==> src/rtl/game_pkg.sv <==
// Shared game definitions: lifecycle state encoding and pipe geometry
// used by both the pipe generator and the bird controller.
package game_pkg;

  typedef enum logic [1:0] {
    StIdle    = 2'd0,
    StPlaying = 2'd1,
    StDead    = 2'd2
  } game_state_e;

  localparam int INVALID         = -1;
  localparam int SCREEN_WIDTH    = 640;
  localparam int PIPE_WIDTH      = 52;
  localparam int PIPE_GAP_HEIGHT = 100;
  localparam int PIPE_DISTANCE   = 240;
  localparam int PIPE_Y_MIN      = 40;

  // Score add that sticks at all-ones instead of wrapping.
  function automatic logic [15:0] sat_add16(input logic [15:0] a, input logic [1:0] n);
    logic [16:0] sum;
    sum = {1'b0, a} + {15'd0, n};
    return sum[16] ? 16'hFFFF : sum[15:0];
  endfunction

endpackage

==> src/rtl/pipe_hit_checker.sv <==
// Per-pipe collision and pass detection against the fixed-X bird box.
module pipe_hit_checker
  import game_pkg::*;
#(
  parameter int BIRD_X = 100,
  parameter int BIRD_W = 34,
  parameter int BIRD_H = 24
) (
  input  logic signed [31:0] pipe_x,
  input  logic signed [31:0] pipe_y,
  input  logic signed [31:0] bird_y,
  input  logic signed [31:0] prev_edge,
  output logic               hit,
  output logic               pass
);

  logic signed [31:0] right_edge;
  logic               valid;
  logic               overlap;
  logic               in_gap;

  always_comb begin
    right_edge = pipe_x + PIPE_WIDTH;
    valid      = (pipe_y != INVALID);
    overlap    = (BIRD_X + BIRD_W > pipe_x) && (BIRD_X < right_edge);
    in_gap     = (bird_y >= pipe_y) && (bird_y + BIRD_H <= pipe_y + PIPE_GAP_HEIGHT);
    hit        = valid && overlap && !in_gap;
    // A recycle jump moves the edge from negative to large, so it never satisfies this.
    pass       = valid && (prev_edge >= BIRD_X) && (right_edge < BIRD_X);
  end

endmodule

==> src/rtl/bird_state_controller.sv <==
// Bird physics, collision/pass scoring and the IDLE/PLAYING/DEAD lifecycle
// that feeds the pipe generator and renderer.
module bird_state_controller
  import game_pkg::*;
#(
  parameter int          BIRD_X        = 100,
  parameter int          BIRD_W        = 34,
  parameter int          BIRD_H        = 24,
  parameter int          BIRD_Y_START  = 228,
  parameter int          GROUND_Y      = 480,
  parameter int          GRAVITY       = 1,
  parameter int          FLAP_VELOCITY = -8,
  parameter int          MAX_FALL      = 8,
  parameter int unsigned PHYS_DIVIDER  = 200000,
  parameter int unsigned DEAD_HOLDOFF  = 100
) (
  input  logic               iClock,
  input  logic               iReset,
  input  logic               iFlap,
  input  logic signed [31:0] iPipe1X,
  input  logic signed [31:0] iPipe1Y,
  input  logic signed [31:0] iPipe2X,
  input  logic signed [31:0] iPipe2Y,
  input  logic signed [31:0] iPipe3X,
  input  logic signed [31:0] iPipe3Y,
  output logic [1:0]         oState,
  output logic signed [31:0] oBirdY,
  output logic [15:0]        oScore,
  output logic [15:0]        oHighScore,
  output logic               oCollision,
  output logic               oScorePulse
);

  localparam int unsigned HOLD_LIMIT = DEAD_HOLDOFF * PHYS_DIVIDER;

  game_state_e        state_q, state_d;
  logic signed [31:0] bird_y_q, bird_y_d;
  logic signed [31:0] vel_q, vel_d;
  logic [31:0]        tick_q, tick_d;
  logic [31:0]        hold_q, hold_d;
  logic [15:0]        score_q, score_d;
  logic [15:0]        high_q, high_d;
  logic               collision_q, collision_d;
  logic               pulse_q, pulse_d;
  logic               flap_prev_q;
  logic signed [31:0] prev_edge_q [3];

  logic signed [31:0] pipe_x [3];
  logic signed [31:0] pipe_y [3];
  logic [2:0]         hit;
  logic [2:0]         pass;
  logic [1:0]         pass_cnt;
  logic               flap_edge;
  logic               collide;
  logic signed [31:0] vel_grav;

  always_comb begin
    pipe_x[0] = iPipe1X;
    pipe_x[1] = iPipe2X;
    pipe_x[2] = iPipe3X;
    pipe_y[0] = iPipe1Y;
    pipe_y[1] = iPipe2Y;
    pipe_y[2] = iPipe3Y;
  end

  for (genvar i = 0; i < 3; i++) begin : g_pipe
    pipe_hit_checker #(
      .BIRD_X (BIRD_X),
      .BIRD_W (BIRD_W),
      .BIRD_H (BIRD_H)
    ) u_hit_checker (
      .pipe_x    (pipe_x[i]),
      .pipe_y    (pipe_y[i]),
      .bird_y    (bird_y_q),
      .prev_edge (prev_edge_q[i]),
      .hit       (hit[i]),
      .pass      (pass[i])
    );
  end

  always_comb begin
    flap_edge = iFlap & ~flap_prev_q;
    collide   = (bird_y_q < 0) || (bird_y_q + BIRD_H > GROUND_Y) || (|hit);
    pass_cnt  = {1'b0, pass[0]} + {1'b0, pass[1]} + {1'b0, pass[2]};
    vel_grav  = vel_q + GRAVITY;
    if (vel_grav > MAX_FALL) vel_grav = MAX_FALL;
  end

  always_comb begin
    state_d     = state_q;
    bird_y_d    = bird_y_q;
    vel_d       = vel_q;
    tick_d      = tick_q;
    hold_d      = hold_q;
    score_d     = score_q;
    high_d      = high_q;
    collision_d = 1'b0;
    pulse_d     = 1'b0;
    unique case (state_q)
      StIdle: begin
        bird_y_d = BIRD_Y_START;
        vel_d    = '0;
        tick_d   = '0;
        hold_d   = '0;
        if (flap_edge) begin
          state_d = StPlaying;
          vel_d   = FLAP_VELOCITY;
          score_d = '0;
        end
      end
      StPlaying: begin
        if (collide) begin
          // Collision beats a same-cycle flap or pass.
          state_d     = StDead;
          collision_d = 1'b1;
          tick_d      = '0;
          hold_d      = '0;
          if (score_q > high_q) high_d = score_q;
        end else begin
          if (tick_q == PHYS_DIVIDER - 1) begin
            tick_d   = '0;
            bird_y_d = bird_y_q + vel_q;
            vel_d    = vel_grav;
          end else begin
            tick_d = tick_q + 1;
          end
          if (flap_edge) vel_d = FLAP_VELOCITY;
          if (pass_cnt != 2'd0) begin
            score_d = sat_add16(score_q, pass_cnt);
            pulse_d = 1'b1;
          end
        end
      end
      StDead: begin
        if (hold_q < HOLD_LIMIT) begin
          hold_d = hold_q + 1;
        end else if (flap_edge) begin
          state_d  = StIdle;
          bird_y_d = BIRD_Y_START;
          vel_d    = '0;
        end
      end
      default: state_d = StIdle;
    endcase
  end

  always_ff @(posedge iClock) begin
    if (iReset) begin
      state_q     <= StIdle;
      bird_y_q    <= BIRD_Y_START;
      vel_q       <= '0;
      tick_q      <= '0;
      hold_q      <= '0;
      score_q     <= '0;
      high_q      <= '0;
      collision_q <= 1'b0;
      pulse_q     <= 1'b0;
      flap_prev_q <= 1'b0;
      for (int i = 0; i < 3; i++) prev_edge_q[i] <= '0;
    end else begin
      state_q     <= state_d;
      bird_y_q    <= bird_y_d;
      vel_q       <= vel_d;
      tick_q      <= tick_d;
      hold_q      <= hold_d;
      score_q     <= score_d;
      high_q      <= high_d;
      collision_q <= collision_d;
      pulse_q     <= pulse_d;
      flap_prev_q <= iFlap;
      for (int i = 0; i < 3; i++) prev_edge_q[i] <= pipe_x[i] + PIPE_WIDTH;
    end
  end

  assign oState      = state_q;
  assign oBirdY      = bird_y_q;
  assign oScore      = score_q;
  assign oHighScore  = high_q;
  assign oCollision  = collision_q;
  assign oScorePulse = pulse_q;

endmodule

==> config.mk <==
export PLATFORM = sky130hd
export DESIGN_NAME = bird_state_controller
export DESIGN_NICKNAME = d
export VERILOG_FILES = /design/src/rtl/game_pkg.sv /design/src/rtl/pipe_hit_checker.sv /design/src/rtl/bird_state_controller.sv
export SDC_FILE = /design/constraint.sdc
export NUM_CORES = 1
export LEC_CHECK = 0
export CAP_MARGIN = 10
export CELL_PAD_IN_SITES_DETAIL_PLACEMENT = 0
export CELL_PAD_IN_SITES_GLOBAL_PLACEMENT = 1
export CORE_MARGIN = 1.5
export CORE_UTILIZATION = 47
export CTS_CLUSTER_DIAMETER = 100
export DETAILED_ROUTE_END_ITERATION = 10
export PLACE_DENSITY_LB_ADDON = 0.1
export SYNTH_ARGS = -nofsm -noshare
export SYNTH_HDL_FRONTEND = slang
export SYNTH_SLANG_ARGS = --single-unit
==> constraint.sdc <==
create_clock -name iClock -period 15.85 [get_ports iClock]
set_input_delay 3.9625 -clock iClock [delete_from_list [all_inputs] [get_ports iClock]]
set_output_delay 3.9625 -clock iClock [all_outputs]
set_load 0.02 [all_outputs]
# Word-level counts from Yosys, hierarchy flattened
# Memories as Yosys holds them, arrays and structs flattened.
# Index checks and enable logic that the tools add are counted.
[word_totals] ff_bits=165 mem_bits_rw=96 input_bits=195 elab_cells=142 mem_count=1
[op_classes] addsub=14 n_lt_le_gt_ge=23 eq_ne=15 muxes=37 bitwise_logic=6 n_reduce_logical=36
[mem_list] memory="prev_edge_q" depth=3 word_bits=32 read_ports=3 rd_ports_with_merged_regs=0 write_ports=3 line="bird_state_controller.sv:46" text="logic signed [31:0] prev_edge_q [3];"
[ops] op="two-way mux 32 bit" count=18
[ops] op="case mux 32 bit (3 select lines)" count=3
[ops] op="adder 32 x 7 -> 32 bit, second input constant" count=3
[ops] op="adder 32 x 8 -> 32 bit, second input constant" count=3
[ops] op="greater-or-equal comparator 32 bit" count=3
[ops] op="greater-or-equal comparator 32 x 8 -> 1 bit, second input constant" count=3
[ops] op="greater-than comparator 9 x 32 -> 1 bit, first input constant" count=3
[ops] op="<= comparator 32 bit" count=3
[ops] op="< comparator 32 x 8 -> 1 bit, second input constant" count=3
[ops] op="< comparator 8 x 32 -> 1 bit, first input constant" count=3
[ops] op="!= test 32 x 1 -> 1 bit, second input constant" count=3
[ops] op="adder 32 x 1 -> 32 bit, second input constant" count=2
[ops] op="two-way mux 16 bit" count=4
[ops] op="case mux 32 bit (2 select lines)" count=1
[ops] op="adder 32 x 2 -> 32 bit, second input constant" count=1
[ops] op="adder 32 bit" count=1
[ops] op="adder 32 x 6 -> 32 bit, second input constant" count=1
[ops] op="equality test 32 x 18 -> 1 bit, second input constant" count=1
[ops] op="greater-than comparator 32 x 10 -> 1 bit, second input constant" count=1
[ops] op="greater-than comparator 32 x 5 -> 1 bit, second input constant" count=1
[ops] op="< comparator 32 x 1 -> 1 bit, second input constant" count=1
[ops] op="< comparator 32 x 25 -> 1 bit, second input constant" count=1
[ops] op="case mux 16 bit (2 select lines)" count=1
[ops] op="logical AND 1 bit" count=18
[ops] op="24 further kinds" count=49

# Logic depth before layout (Yosys ltp)
# Gate-level depths: netlist of the first run.
[logic_depth] word_depth=10 mapped_depth=26 mapped_depth_nobuf=22

# Cells and area by module
# A second synthesis of the first run with hierarchy kept.
[hier_totals] cells_unflattened=3296 hier_area_um2=24717.5
[by_module_without_submodules] mod="bird_state_controller" instances=1 cells_each=1820 area_per_inst_um2=14706.6 seq_area_each_um2=5225.0
[by_module_without_submodules] mod="pipe_hit_checker" instances=3 cells_each=492 area_per_inst_um2=3337.0 seq_area_each_um2=0.0

# Worst setup path before layout of the first run
# Ideal clock, no wire load.
[synth_timing] path_type="input -> register" from="input port iPipe2X[2]" to="register score_q[11], in the netlist oScore[11]" setup_time_ns=0.132 t_arrival_ns=8.514 required_ns=15.718 slack_ns=7.203 cell_stages=22 cell_sequence="ha_1 > clkbuf_1 > o311a_1 > a311oi_1 > a31oi_1 > a32o_1 > a2111oi_1 > nand4_1 > o31a_1 > nor4_1 > fa_1 > ha_1 > fa_1 > nand3_1 > nor3_1 > nand2_1 > nor2_1 > and2_1 > and4_1 > buf_1 > o311ai_1 > o31ai_1"
[synth_via] elab_chain_cells=10 elab_cells_between_ends=21 cone_classes="add/sub (4); order compare (3); eq/ne (2); mux (4); reduce/logical (8)"
[synth_rtl] item="start, declared" line="bird_state_controller.sv:22" text="input logic signed [31:0] iPipe2X,"
[synth_rtl] item="adder 32 x 7 -> 32 bit" line="pipe_hit_checker.sv:23" text="right_edge = pipe_x + PIPE_WIDTH;"
[synth_rtl] item="< comparator 32 x 8 -> 1 bit" line="pipe_hit_checker.sv:29" text="pass = valid && (prev_edge >= BIRD_X) && (right_edge < BIRD_X);"
[synth_rtl] item="logical AND 1 bit" line="pipe_hit_checker.sv:29"
[synth_rtl] item="adder 1 x 1 -> 2 bit" line="bird_state_controller.sv:84" text="pass_cnt = {1'b0, pass[0]} + {1'b0, pass[1]} + {1'b0, pass[2]};"
[synth_rtl] item="adder 2 x 1 -> 2 bit" line="bird_state_controller.sv:84"
[synth_rtl] item="adder 16 x 2 -> 17 bit" line="game_pkg.sv:21" text="sum = {1'b0, a} + {15'd0, n};"
[synth_rtl] item="two-way mux 16 bit" line="game_pkg.sv:22" text="return sum[16] ? 16'hFFFF : sum[15:0];"
[synth_rtl] item="two-way mux 16 bit" line="bird_state_controller.sv:128" text="if (pass_cnt != 2'd0) begin"
[synth_rtl] item="two-way mux 16 bit" line="bird_state_controller.sv:112" text="if (collide) begin"
[synth_rtl] item="case mux 16 bit (2 select lines)" line="bird_state_controller.sv:99" text="unique case (state_q)"
[synth_rtl] item="end signal, assigned" line="bird_state_controller.sv:166" text="score_q <= score_d;"
[synth_rtl] item="end, declared" line="bird_state_controller.sv:41" text="logic [15:0] score_q, score_d;"
# Several ways; a longest one is shown, not always the timed one. The select of a mux whose other input is x is not followed.
# A chain may end at the register's enable or synchronous reset.

# Worst setup path after layout of the first run
[layout_timing] from="input port iPipe1Y[4]" to="register tick_q[23]"
[layout_via] elab_chain_cells=9 elab_cells_between_ends=12 cone_classes="add/sub (1); order compare (2); eq/ne (1); mux (2); reduce/logical (6)"
[layout_rtl] item="start, declared" line="bird_state_controller.sv:21" text="input logic signed [31:0] iPipe1Y,"
[layout_rtl] item="adder 32 x 8 -> 32 bit" line="pipe_hit_checker.sv:26" text="in_gap = (bird_y >= pipe_y) && (bird_y + BIRD_H <= pipe_y + PIPE_GAP_HEIGHT);"
[layout_rtl] item="<= comparator 32 bit" line="pipe_hit_checker.sv:26"
[layout_rtl] item="logical AND 1 bit" line="pipe_hit_checker.sv:26"
[layout_rtl] item="zero test 1 bit" line="pipe_hit_checker.sv:27" text="hit = valid && overlap && !in_gap;"
[layout_rtl] item="logical AND 1 bit (*)" line="pipe_hit_checker.sv:27"
[layout_rtl] item="OR reduction 3 bit (*)" line="bird_state_controller.sv:83" text="collide = (bird_y_q < 0) || (bird_y_q + BIRD_H > GROUND_Y) || (|hit);"
[layout_rtl] item="logical OR 1 bit (*)" line="bird_state_controller.sv:83"
[layout_rtl] item="two-way mux 32 bit (*)" line="bird_state_controller.sv:112"
[layout_rtl] item="case mux 32 bit (2 select lines) (*)" line="bird_state_controller.sv:99"
[layout_rtl] item="end signal, assigned" line="bird_state_controller.sv:164" text="tick_q <= tick_d;"
[layout_rtl] item="end, declared" line="bird_state_controller.sv:39" text="logic [31:0] tick_q, tick_d;"
# Mark *: on every way between the ends. The rest lies on a longest branch, timed or not.

==> report_table.html, run 1 <==
<table>
<tr><th>Metric</th><th>Value</th></tr>
<tr><th colspan="2">Global routing</th></tr>
<tr><td>Pin count of the biggest net entering global routing</td><td>90</td></tr>
<tr><td>Gr ovfl total</td><td>0</td></tr>
<tr><td>Overall Global Routing Usage</td><td>0.317</td></tr>
<tr><td>Antenna violations before repair</td><td>0</td></tr>
<tr><td>Vias in the first global route</td><td>23,400</td></tr>
<tr><td>Global-route wire length before repair</td><td>130 mm</td></tr>
<tr><th colspan="2">Timing</th></tr>
<tr><td>Final Hold Vio Count</td><td>0</td></tr>
<tr><td>RSZ-0062 raised after global routing</td><td>false</td></tr>
<tr><td>Final min period</td><td>10,130 ps</td></tr>
<tr><td>Slew at the pin with the worst max-slew slack</td><td>1220 ps</td></tr>
<tr><td>Worst-case clock skew</td><td>33.4 ps</td></tr>
<tr><td>Fin. max-slew vios</td><td>0</td></tr>
<tr><td>Max Clk Rate</td><td>98.7 MHz</td></tr>
<tr><td>Sum of negative setup slack</td><td>0 ps</td></tr>
<tr><td>Min setup slack post-route</td><td>5720 ps</td></tr>
<tr><td>Worst slew margin relative to its limit</td><td>0.163</td></tr>
<tr><td>Number of setup violations in the final report</td><td>0</td></tr>
<tr><td>Period Utilization, post-route</td><td>0.639</td></tr>
<tr><th colspan="2">Place</th></tr>
<tr><td>Detailed-placement wirelength estimate</td><td>64.7 mm</td></tr>
<tr><td>IO buf count</td><td>262</td></tr>
<tr><td>Post-placement worst setup slack</td><td>5270 ps</td></tr>
<tr><td>Cell area after placement</td><td>26,600 µm²</td></tr>
<tr><td>Final Wtd Congestion</td><td>0.997</td></tr>
<tr><th colspan="2">Setup path</th></tr>
<tr><td>Master of the slowest instance on the critical path</td><td>sky130_fd_sc_hd__nand4_2</td></tr>
<tr><td>Type of element launching the critical path</td><td>input pin</td></tr>
<tr><td>Data required time of the critical path</td><td>16,370 ps</td></tr>
<tr><td>Type of destination of the critical path</td><td>flip-flop</td></tr>
<tr><td>Setup slack on the worst flop-to-flop path</td><td>8110 ps</td></tr>
<tr><td>Number of buffer and inverter instances along the worst setup path</td><td>1</td></tr>
<tr><td>Cell occurring most often along the worst timing path</td><td>sky130_fd_sc_hd__and3_1</td></tr>
<tr><td>Family of cells with the greatest summed delay on the critical path</td><td>simple AND/OR/NAND/NOR gates</td></tr>
<tr><td>Arrival time of the worst setup path</td><td>10,650 ps</td></tr>
<tr><td>Critical path peak fanout</td><td>36</td></tr>
<tr><td>Largest incremental delay on the critical path</td><td>810 ps</td></tr>
<tr><td>CP cell instances</td><td>clkdlybuf4s50_1 &gt; nand3_1 &gt; and3_1 &gt; nor3_1 &gt; and3_1 &gt; and3_1 &gt; and3_1 &gt; nand2_1 &gt; nor2_1 &gt; nand2_1 &gt; nor2_1 &gt; xnor2_1 &gt; ha_1 &gt; and4_1 &gt; nand4_1 &gt; or4_1 &gt; o211ai_1 &gt; nor4b_1 &gt; o221ai_1 &gt; and2b_1 &gt; nand4_2 &gt; nor4_1 &gt; a21o_1</td></tr>
<tr><td>Worst Path Class, Setup</td><td>in2reg</td></tr>
<tr><th colspan="2">Power and ir drop</th></tr>
<tr><td>Leak</td><td>11.2 nW</td></tr>
<tr><td>Flop pwr share</td><td>0.358</td></tr>
<tr><td>Portion of total power attributed to combinational logic</td><td>0.246</td></tr>
<tr><td>Worst ir drop on vdd</td><td>0.0000863 V</td></tr>
<tr><td>Share of total power consumed by net switching</td><td>0.323</td></tr>
<tr><td>Switching power total</td><td>621 µW</td></tr>
<tr><td>Power share of the clock group</td><td>0.395</td></tr>
<tr><td>Cell-internal power</td><td>1.30 mW</td></tr>
<tr><td>PD cells</td><td>69.5 nW/µm²</td></tr>
<tr><th colspan="2">Clocking</th></tr>
<tr><td>TritonCTS buffer count</td><td>31</td></tr>
<tr><td>Hold_buf cts</td><td>0</td></tr>
<tr><td>Clock tree from TritonCTS</td><td>done</td></tr>
<tr><td>Clock edge transition at the registers on the reported setup and hold paths</td><td>60 ps</td></tr>
<tr><td>Clock Tree Buf Depth</td><td>3</td></tr>
<tr><td>Clock latency of the later-clocked register in the worst-skew pair</td><td>600 ps</td></tr>
<tr><td>Number of cells upsized or downsized after cts</td><td>0</td></tr>
<tr><td># Post-CTS Setup Buffers</td><td>0</td></tr>
<tr><td>Root buffer selected by CTS</td><td>sky130_fd_sc_hd__clkbuf_16</td></tr>
<tr><td>Total number of H-tree levels</td><td>1</td></tr>
<tr><td>Number of sinks driven by the clock tree</td><td>255</td></tr>
<tr><th colspan="2">Drt</th></tr>
<tr><td>Antenna-violating nets left</td><td>0</td></tr>
<tr><td>Iteration count of the initial detailed-routing pass</td><td>8</td></tr>
<tr><td>Uppermost layer routed</td><td>met4</td></tr>
<tr><td>Detailed-route wire length</td><td>83.4 mm</td></tr>
<tr><td>Length of routed wiring on met1</td><td>35.9 mm</td></tr>
<tr><td>Vias post-DR</td><td>24,500</td></tr>
<tr><td>Metal2 WL</td><td>38.9 mm</td></tr>
<tr><td>Drc violations</td><td>0</td></tr>
<tr><td>Routed wirelength normalized by instance count</td><td>21.3 µm</td></tr>
<tr><td>Via density per instance</td><td>6.24</td></tr>
<tr><td>Detailed Route Iter0 Violations</td><td>1,996</td></tr>
<tr><td>Routed wl met3</td><td>5.75 mm</td></tr>
<tr><th colspan="2">Floorplanning</th></tr>
<tr><td>Floorplan die area</td><td>51,500 µm²</td></tr>
<tr><td>Die boundary width</td><td>227 µm</td></tr>
<tr><td>Initial standard-cell utilization of the core</td><td>0.478</td></tr>
<tr><td>Total I/O pin count</td><td>263</td></tr>
<tr><td>Core area</td><td>49,300 µm²</td></tr>
<tr><td>Standard-cell row count</td><td>81</td></tr>
<tr><td>Height of the die</td><td>227 µm</td></tr>
<tr><th colspan="2">Logic synthesis</th></tr>
<tr><td>Adder-cell area share of the yosys netlist</td><td>0.140</td></tr>
<tr><td>Average cell area after synthesis</td><td>7.72 µm²</td></tr>
<tr><td>Fraction of synthesized area in multiplexers</td><td>0.0150</td></tr>
<tr><td>Area of the mapped netlist</td><td>23,600 µm²</td></tr>
<tr><td>Post-synthesis share of cell area spent on and, or, nand and nor gates</td><td>0.286</td></tr>
<tr><td>Flops &amp; latches, synth</td><td>255</td></tr>
<tr><td>Combinational family with the most area after synthesis</td><td>simple AND/OR/NAND/NOR gates</td></tr>
<tr><td>Compound-gate portion of the synthesized area</td><td>0.193</td></tr>
<tr><td>Distinct cell type count of the synthesized netlist</td><td>111</td></tr>
<tr><td>Post-synthesis sequential area ratio</td><td>0.217</td></tr>
<tr><td>Number of enable flip-flop cells after synthesis</td><td>0</td></tr>
<tr><td>Post-synthesis cell count</td><td>3,052</td></tr>
<tr><td>Post-Synthesis Net Count</td><td>3,509</td></tr>
<tr><td>Fraction of synthesized cell area in xor and xnor cells</td><td>0.0926</td></tr>
<tr><td>Yosys warns</td><td>0</td></tr>
<tr><td>FFs w/ async S/R, synth</td><td>0</td></tr>
<tr><td>Primary FF master, synth</td><td>sky130_fd_sc_hd__dfxtp_1</td></tr>
<tr><th colspan="2">Final layout</th></tr>
<tr><td>Diode count</td><td>0</td></tr>
<tr><td>Layout Utilization</td><td>0.563</td></tr>
<tr><td>Fillers</td><td>4,638</td></tr>
<tr><td>Count of nets after finishing</td><td>3,693</td></tr>
<tr><td>Post-Layout Inst Area</td><td>27,700 µm²</td></tr>
<tr><td>Storage cell area</td><td>5100 µm²</td></tr>
<tr><td>Fraction of layout instances using a drive strength above 1</td><td>0.0472</td></tr>
<tr><td>Area of the multi-input gates</td><td>17,100 µm²</td></tr>
<tr><td>Signed area change from the synthesized netlist to the final layout</td><td>17.6%</td></tr>
<tr><th colspan="2">Job</th></tr>
<tr><td>Max Cap Violations</td><td>0</td></tr>
<tr><th colspan="2">Worst hold path</th></tr>
<tr><td>Hold Crit Class</td><td>reg2reg</td></tr>
<tr><th colspan="2">Outcome</th></tr>
<tr><td>Status</td><td>finished, final reports clean</td></tr>
</table>
## tightest hold or removal path: stages, from the launching register on
cell and delay (ps):
sky130_fd_sc_hd__dfxtp_1 330, sky130_fd_sc_hd__inv_1 60, sky130_fd_sc_hd__nor2_1 40
## flip-flops by register name (all words and copies together) (netlist names)
name,flops
oScore,16
vel_q,32
oHighScore,16
oBirdY,32
oScorePulse,1
oCollision,1
prev_edge_q,90
flap_prev_q,1
tick_q,32
hold_q,32
oState,2
## area by class of cell
class,instances,share of cell area
inverter,192,0.0260
timing repair buffer,289,0.102
tap,664,0.0300
multi-input combinational,2467,0.618
clock buffer,41,0.0322
clock inverter,16,0.00772
sequential,255,0.184
## worst paths after layout
kind / start / end / depth (start not counted)
max reg2reg: oBirdY[3] / tick_q[23] / 18
min: hold_q[26] / hold_q[26] / 2
max: iPipe1Y[4] / tick_q[23] / 23
min reg2reg: hold_q[26] / hold_q[26] / 2
## synth_stat cells, drive strengths merged, types with 22 or more instances
cell,count,share of area
and4,29,0.011
and2,31,0.0083
nor3,121,0.026
xnor2,176,0.065
dfxtp,255,0.22
o21ai,107,0.023
o31ai,26,0.0085
buf,44,0.011
nor2b,30,0.0080
nor2,242,0.039
a21oi,149,0.032
and3,66,0.018
nand4,125,0.034
xor2,73,0.027
clkbuf,94,0.015
or3,35,0.0093
a31oi,22,0.0065
mux2i,32,0.014
a21o,72,0.023
ha,259,0.14
nand3,167,0.036
inv,191,0.030
nor4,92,0.026
nand2,257,0.041
## through the flow
step	power [mW]	std cells	hold slack (ps)
after global routing	2.01	3924	478
after detailed placement	1.17	3867	451
final	1.93	3924	460
after global placement	1.16	3867	441
after CTS	1.93	3924	460
after floorplan	0.990	3052	422
## per-layer routing
layer	GRT usage	up-vias
li1	-	11700
met4	0.108	0
met1	0.414	11700
met2	0.539	962
met5	0	-
met3	0.0378	177
## power by group through the flow
stage | Clock (mW) | Combinational [mW] | Sequential [mW]
after floorplan | 0 | 0.297 | 0.693
after global placement | 0 | 0.456 | 0.703
after detailed placement | 0 | 0.464 | 0.703
after CTS | 0.774 | 0.468 | 0.689
after global routing | 0.800 | 0.514 | 0.692
final | 0.762 | 0.474 | 0.690
## kinds of logic after synthesis
kind of cell | count (synthesis)
AOI/OAI and AO/OA | 641
buffers and inverters | 330
adders and majority gates | 262
and+or+nand+nor | 1280
muxes | 35
xor gates and xnor gates | 249
DFF | 255
## placed cells by master (no fill, tap or decap), types with 28 or more instances in the layout
| master | synthesis | final |
|---|---|---|
| sky130_fd_sc_hd__nand2_1 | 256 | 256 |
| sky130_fd_sc_hd__nor2_1 | 239 | 239 |
| sky130_fd_sc_hd__nand4_1 | 122 | 122 |
| sky130_fd_sc_hd__nor3_1 | 120 | 120 |
| sky130_fd_sc_hd__nor4_1 | 86 | 86 |
| sky130_fd_sc_hd__nand3_1 | 165 | 165 |
| sky130_fd_sc_hd__and3_1 | 66 | 66 |
| sky130_fd_sc_hd__mux2i_1 | 32 | 32 |
| sky130_fd_sc_hd__a21oi_1 | 147 | 147 |
| sky130_fd_sc_hd__or3_1 | 35 | 35 |
| sky130_fd_sc_hd__inv_1 | 191 | 190 |
| sky130_fd_sc_hd__o21ai_0 | 104 | 104 |
| sky130_fd_sc_hd__xor2_1 | 73 | 73 |
| sky130_fd_sc_hd__buf_4 | 6 | 28 |
| sky130_fd_sc_hd__dfxtp_1 | 255 | 255 |
| sky130_fd_sc_hd__xnor2_1 | 176 | 176 |
| sky130_fd_sc_hd__and4_1 | 29 | 29 |
| sky130_fd_sc_hd__nor2b_1 | 30 | 30 |
| sky130_fd_sc_hd__clkbuf_16 | 0 | 31 |
| sky130_fd_sc_hd__clkdlybuf4s50_1 | 0 | 261 |
| sky130_fd_sc_hd__a21o_1 | 72 | 72 |
| sky130_fd_sc_hd__ha_1 | 259 | 259 |
No activity file was read; power rests on OpenSTA's default activity.
==> run 2: changes to the inputs <==
--- a/config.mk
+++ b/config.mk
@@ -9,7 +9,7 @@
 export CELL_PAD_IN_SITES_DETAIL_PLACEMENT = 0
 export CELL_PAD_IN_SITES_GLOBAL_PLACEMENT = 1
 export CORE_MARGIN = 1.5
-export CORE_UTILIZATION = 47
+export CORE_UTILIZATION = 43
 export CTS_CLUSTER_DIAMETER = 100
 export DETAILED_ROUTE_END_ITERATION = 10
 export PLACE_DENSITY_LB_ADDON = 0.1
==> constraint.sdc (replaced) <==
create_clock -name iClock -period 10.25 [get_ports iClock]
set_input_delay 2.5625 -clock iClock [delete_from_list [all_inputs] [get_ports iClock]]
set_output_delay 2.5625 -clock iClock [all_outputs]
set_load 0.02 [all_outputs]
==> run 2 against run 1 <==
Clock skew decreased by 3.6 ps; hold slack lost 11 ps; register-to-register slack worse by 5100 ps; wire length is essentially flat; sequential share of layout area hardly changed; sequential power grew 54%; global-route usage shrank 2.6 points; core utilization fell by 4.9 points; combinational power is 54% higher; clock power increased by 52%; via count shrank 2.1%; first-iteration DRC count shrank 17%.
==> report_table.html, run 2 (synthesis gave the netlist of run 1 again) <==
<table>
<tr><th>Metric</th><th>Value</th></tr>
<tr><th colspan="2">Outcome</th></tr>
<tr><td>Status</td><td>finished, final reports clean</td></tr>
<tr><th colspan="2">Clocking</th></tr>
<tr><td>Number of sinks driven by the clock tree</td><td>255 (unchanged)</td></tr>
<tr><td># Post-CTS Setup Buffers</td><td>0 (unchanged)</td></tr>
<tr><td>Root buffer selected by CTS</td><td>sky130_fd_sc_hd__clkbuf_16</td></tr>
<tr><td>TritonCTS buffer count</td><td>31 (unchanged)</td></tr>
<tr><td>Number of cells upsized or downsized after cts</td><td>0 (unchanged)</td></tr>
<tr><td>Clock Tree Buf Depth</td><td>3 (unchanged)</td></tr>
<tr><td>Clock latency of the later-clocked register in the worst-skew pair</td><td>600 ps (about the same)</td></tr>
<tr><td>Clock edge transition at the registers on the reported setup and hold paths</td><td>60 ps (about the same)</td></tr>
<tr><td>Hold_buf cts</td><td>0 (unchanged)</td></tr>
<tr><td>Total number of H-tree levels</td><td>1 (unchanged)</td></tr>
<tr><td>Clock tree from TritonCTS</td><td>done</td></tr>
<tr><th colspan="2">Final layout</th></tr>
<tr><td>Diode count</td><td>0 (unchanged)</td></tr>
<tr><td>Fillers</td><td>5,246 (+13%)</td></tr>
<tr><td>Count of nets after finishing</td><td>3,696 (+0.081%)</td></tr>
<tr><td>Number of flip-flops in the largest register</td><td>90 (unchanged)</td></tr>
<tr><td>Signed area change from the synthesized netlist to the final layout</td><td>17.8%</td></tr>
<tr><td>Post-Layout Inst Area</td><td>27,700 µm² (+0.13%)</td></tr>
<tr><td>Count of placed standard cells in the final layout, fillers left out</td><td>3,957 (+0.84%)</td></tr>
<tr><td>Area of the multi-input gates</td><td>17,100 µm² (unchanged)</td></tr>
<tr><td>Most used cells in the layout excluding fill and tap cells</td><td>sky130_fd_sc_hd__clkdlybuf4s50_1 (261), sky130_fd_sc_hd__ha_1 (259), sky130_fd_sc_hd__nand2_1 (256), sky130_fd_sc_hd__dfxtp_1 (255), sky130_fd_sc_hd__nor2_1 (239)</td></tr>
<tr><td>Fraction of layout instances using a drive strength above 1</td><td>0.0472 (about the same)</td></tr>
<tr><td>Commonest non-fill, non-tap cell in the layout</td><td>sky130_fd_sc_hd__clkdlybuf4s50_1</td></tr>
<tr><td>Largest register by flop count</td><td>prev_edge_q</td></tr>
<tr><td>Storage cell area</td><td>5100 µm² (unchanged)</td></tr>
<tr><td>Layout Utilization</td><td>0.514 (-0.0491)</td></tr>
<tr><th colspan="2">Place</th></tr>
<tr><td>Cell area after placement</td><td>26,700 µm² (+0.23%)</td></tr>
<tr><td>IO buf count</td><td>262 (unchanged)</td></tr>
<tr><td>Detailed-placement wirelength estimate</td><td>66.0 mm (+1.9%)</td></tr>
<tr><td>DP Cell Count</td><td>3,902 (+0.91%)</td></tr>
<tr><td>Final Wtd Congestion</td><td>0.981 (-1.6%)</td></tr>
<tr><th colspan="2">Global routing</th></tr>
<tr><td>Vias in the first global route</td><td>23,300 (-0.58%)</td></tr>
<tr><td>Overall Global Routing Usage</td><td>0.291 (-0.0259)</td></tr>
<tr><td>Fraction of met3 tracks used by global routing</td><td>0.0371 (-0.000767)</td></tr>
<tr><td>GRT busiest layer</td><td>met2</td></tr>
<tr><td>Gr ovfl total</td><td>0 (unchanged)</td></tr>
<tr><td>Global-route wire length before repair</td><td>131 mm (+1.0%)</td></tr>
<tr><td>Pin count of the biggest net entering global routing</td><td>92 (+2.2%)</td></tr>
<tr><td>Met1 layer usage reported by global route</td><td>0.385 (-0.0291)</td></tr>
<tr><td>Antenna violations before repair</td><td>1 (+1)</td></tr>
<tr><td>Global-route track usage on met2</td><td>0.495 (-0.0437)</td></tr>
<tr><th colspan="2">Setup path</th></tr>
<tr><td>Critical path peak fanout</td><td>16 (-56%)</td></tr>
<tr><td>Type of destination of the critical path</td><td>flip-flop</td></tr>
<tr><td>Number of buffer and inverter instances along the worst setup path</td><td>1 (unchanged)</td></tr>
<tr><td>Largest incremental delay on the critical path</td><td>700 ps (-110 ps)</td></tr>
<tr><td>Worst Path Class, Setup</td><td>in2reg</td></tr>
<tr><td>Arrival time of the worst setup path</td><td>9260 ps (-1390 ps)</td></tr>
<tr><td>CP cell instances</td><td>clkdlybuf4s50_1 &gt; nand3_1 &gt; and3_1 &gt; nor3_1 &gt; and3_1 &gt; and3_1 &gt; and3_1 &gt; nand2_1 &gt; nor2_1 &gt; nand2_1 &gt; nor2_1 &gt; xnor2_1 &gt; ha_1 &gt; and4_1 &gt; nand4_1 &gt; or4_1 &gt; o211ai_1 &gt; nor4b_1 &gt; o221ai_1 &gt; and2b_1 &gt; a21oi_2 &gt; nor2_2 &gt; a22o_1</td></tr>
<tr><td>Setup slack on the worst flop-to-flop path</td><td>2960 ps (-5150 ps)</td></tr>
<tr><td>Family of cells with the greatest summed delay on the critical path</td><td>simple AND/OR/NAND/NOR gates</td></tr>
<tr><td>Cell occurring most often along the worst timing path</td><td>sky130_fd_sc_hd__and3_1</td></tr>
<tr><td>Type of element launching the critical path</td><td>input pin</td></tr>
<tr><td>Master of the slowest instance on the critical path</td><td>sky130_fd_sc_hd__nor2_2</td></tr>
<tr><td>Data required time of the critical path</td><td>10,790 ps (-5580 ps)</td></tr>
<tr><th colspan="2">Drt</th></tr>
<tr><td>Detailed Route Iter0 Violations</td><td>1,662 (-17%)</td></tr>
<tr><td>Antenna-violating nets left</td><td>0 (unchanged)</td></tr>
<tr><td>Detailed-route wire length</td><td>83.5 mm (about the same)</td></tr>
<tr><td>Drc violations</td><td>0 (unchanged)</td></tr>
<tr><td>Vias post-DR</td><td>24,000 (-2.1%)</td></tr>
<tr><td>Routed wirelength normalized by instance count</td><td>21.1 µm (-0.74%)</td></tr>
<tr><td>Via density per instance</td><td>6.06 (-2.9%)</td></tr>
<tr><td>Iteration count of the initial detailed-routing pass</td><td>5 (-3)</td></tr>
<tr><th colspan="2">Timing</th></tr>
<tr><td>RSZ-0062 raised after global routing</td><td>false</td></tr>
<tr><td>Worst slew margin relative to its limit</td><td>0.143 (-0.0197)</td></tr>
<tr><td>Max Clk Rate</td><td>115 MHz</td></tr>
<tr><td>Number of setup violations in the final report</td><td>0 (unchanged)</td></tr>
<tr><td>Final Hold Vio Count</td><td>0 (unchanged)</td></tr>
<tr><td>Period Utilization, post-route</td><td>0.851</td></tr>
<tr><td>Slew at the pin with the worst max-slew slack</td><td>1270 ps (+49.4 ps)</td></tr>
<tr><td>Final min period</td><td>8720 ps</td></tr>
<tr><td>Fin. max-slew vios</td><td>0 (unchanged)</td></tr>
<tr><td>Hold Slack</td><td>449 ps (-11.2 ps)</td></tr>
<tr><td>Sum of negative setup slack</td><td>0 ps (unchanged)</td></tr>
<tr><td>Worst-case clock skew</td><td>29.8 ps (-3.59 ps)</td></tr>
<tr><th colspan="2">Power and ir drop</th></tr>
<tr><td>Leak</td><td>11.2 nW (+0.15%)</td></tr>
<tr><td>Worst ir drop on vdd</td><td>0.000135 V (+57%)</td></tr>
<tr><td>PD cells</td><td>106 nW/µm² (+53%)</td></tr>
<tr><th colspan="2">Worst hold path</th></tr>
<tr><td>Hold Crit Class</td><td>reg2reg</td></tr>
<tr><th colspan="2">Floorplanning</th></tr>
<tr><td>Total I/O pin count</td><td>263 (unchanged)</td></tr>
<tr><td>Core area</td><td>54,000 µm² (+9.7%)</td></tr>
<tr><td>Floorplan die area</td><td>56,200 µm² (+9.2%)</td></tr>
<tr><td>Die boundary width</td><td>237 µm (+4.5%)</td></tr>
<tr><td>Standard-cell row count</td><td>85 (+4.9%)</td></tr>
<tr><td>Height of the die</td><td>237 µm (+4.5%)</td></tr>
<tr><td>Initial standard-cell utilization of the core</td><td>0.436 (-0.0423)</td></tr>
<tr><th colspan="2">Job</th></tr>
<tr><td>Max Cap Violations</td><td>0 (unchanged)</td></tr>
</table>
-- run 2: cell count changes in the layout (fill, tap and decap cells not counted), moves of 2 or more --
cell | previous run | this run
sky130_fd_sc_hd__clkinv_4 | 1 | 3
sky130_fd_sc_hd__inv_6 | 2 | 0
sky130_fd_sc_hd__buf_4 | 28 | 31
sky130_fd_sc_hd__clkinvlp_4 | 3 | 0
-- run 2: final timing paths --
check | startpoint | endpoint | depth (start not counted)
max | iPipe1Y[2] | vel_q[6] | 23
min | hold_q[26] | hold_q[26] | 2
max reg2reg | oBirdY[3] | hold_q[0] | 18
min reg2reg | hold_q[26] | hold_q[26] | 2
-- run 2: area by class of cell --
type | instances | share of cell area
timing repair buffer | 292 | 0.103
inverter | 192 | 0.0260
multi-input combinational | 2467 | 0.617
tap | 696 | 0.0314
sequential | 255 | 0.184
clock buffer | 41 | 0.0318
clock inverter | 14 | 0.00708
-- run 2: power by group --
part | switching (mW) | leakage, nW | internal, mW
logic | 0.457 | 8.62 | 0.271
clock network | 0.451 | 0.538 | 0.705
registers | 0.0383 | 2.08 | 1.03
total | 0.946 | 11.2 | 2.00
-- run 2: worst min-delay path: cells and delay by family (launching register included) --
kind          cells  cell delay, ps
flops             1             320
buf+inv           1              50
simple gates      1              30
-- run 2: per-layer routing --
metal	up-vias	part of all wire
met3	147	0.057
met1	11400	0.45
met5	-	0.00013
met4	2	0.030
li1	11700	-
met2	772	0.47
-- run 2: stage by stage --
stage	setup WS, ps	total power, mW
after global placement	1090	1.79
after CTS	1670	2.97
final	1530	2.95
after global routing	1060	3.09
after detailed placement	1100	1.80
after floorplan	3000	1.53
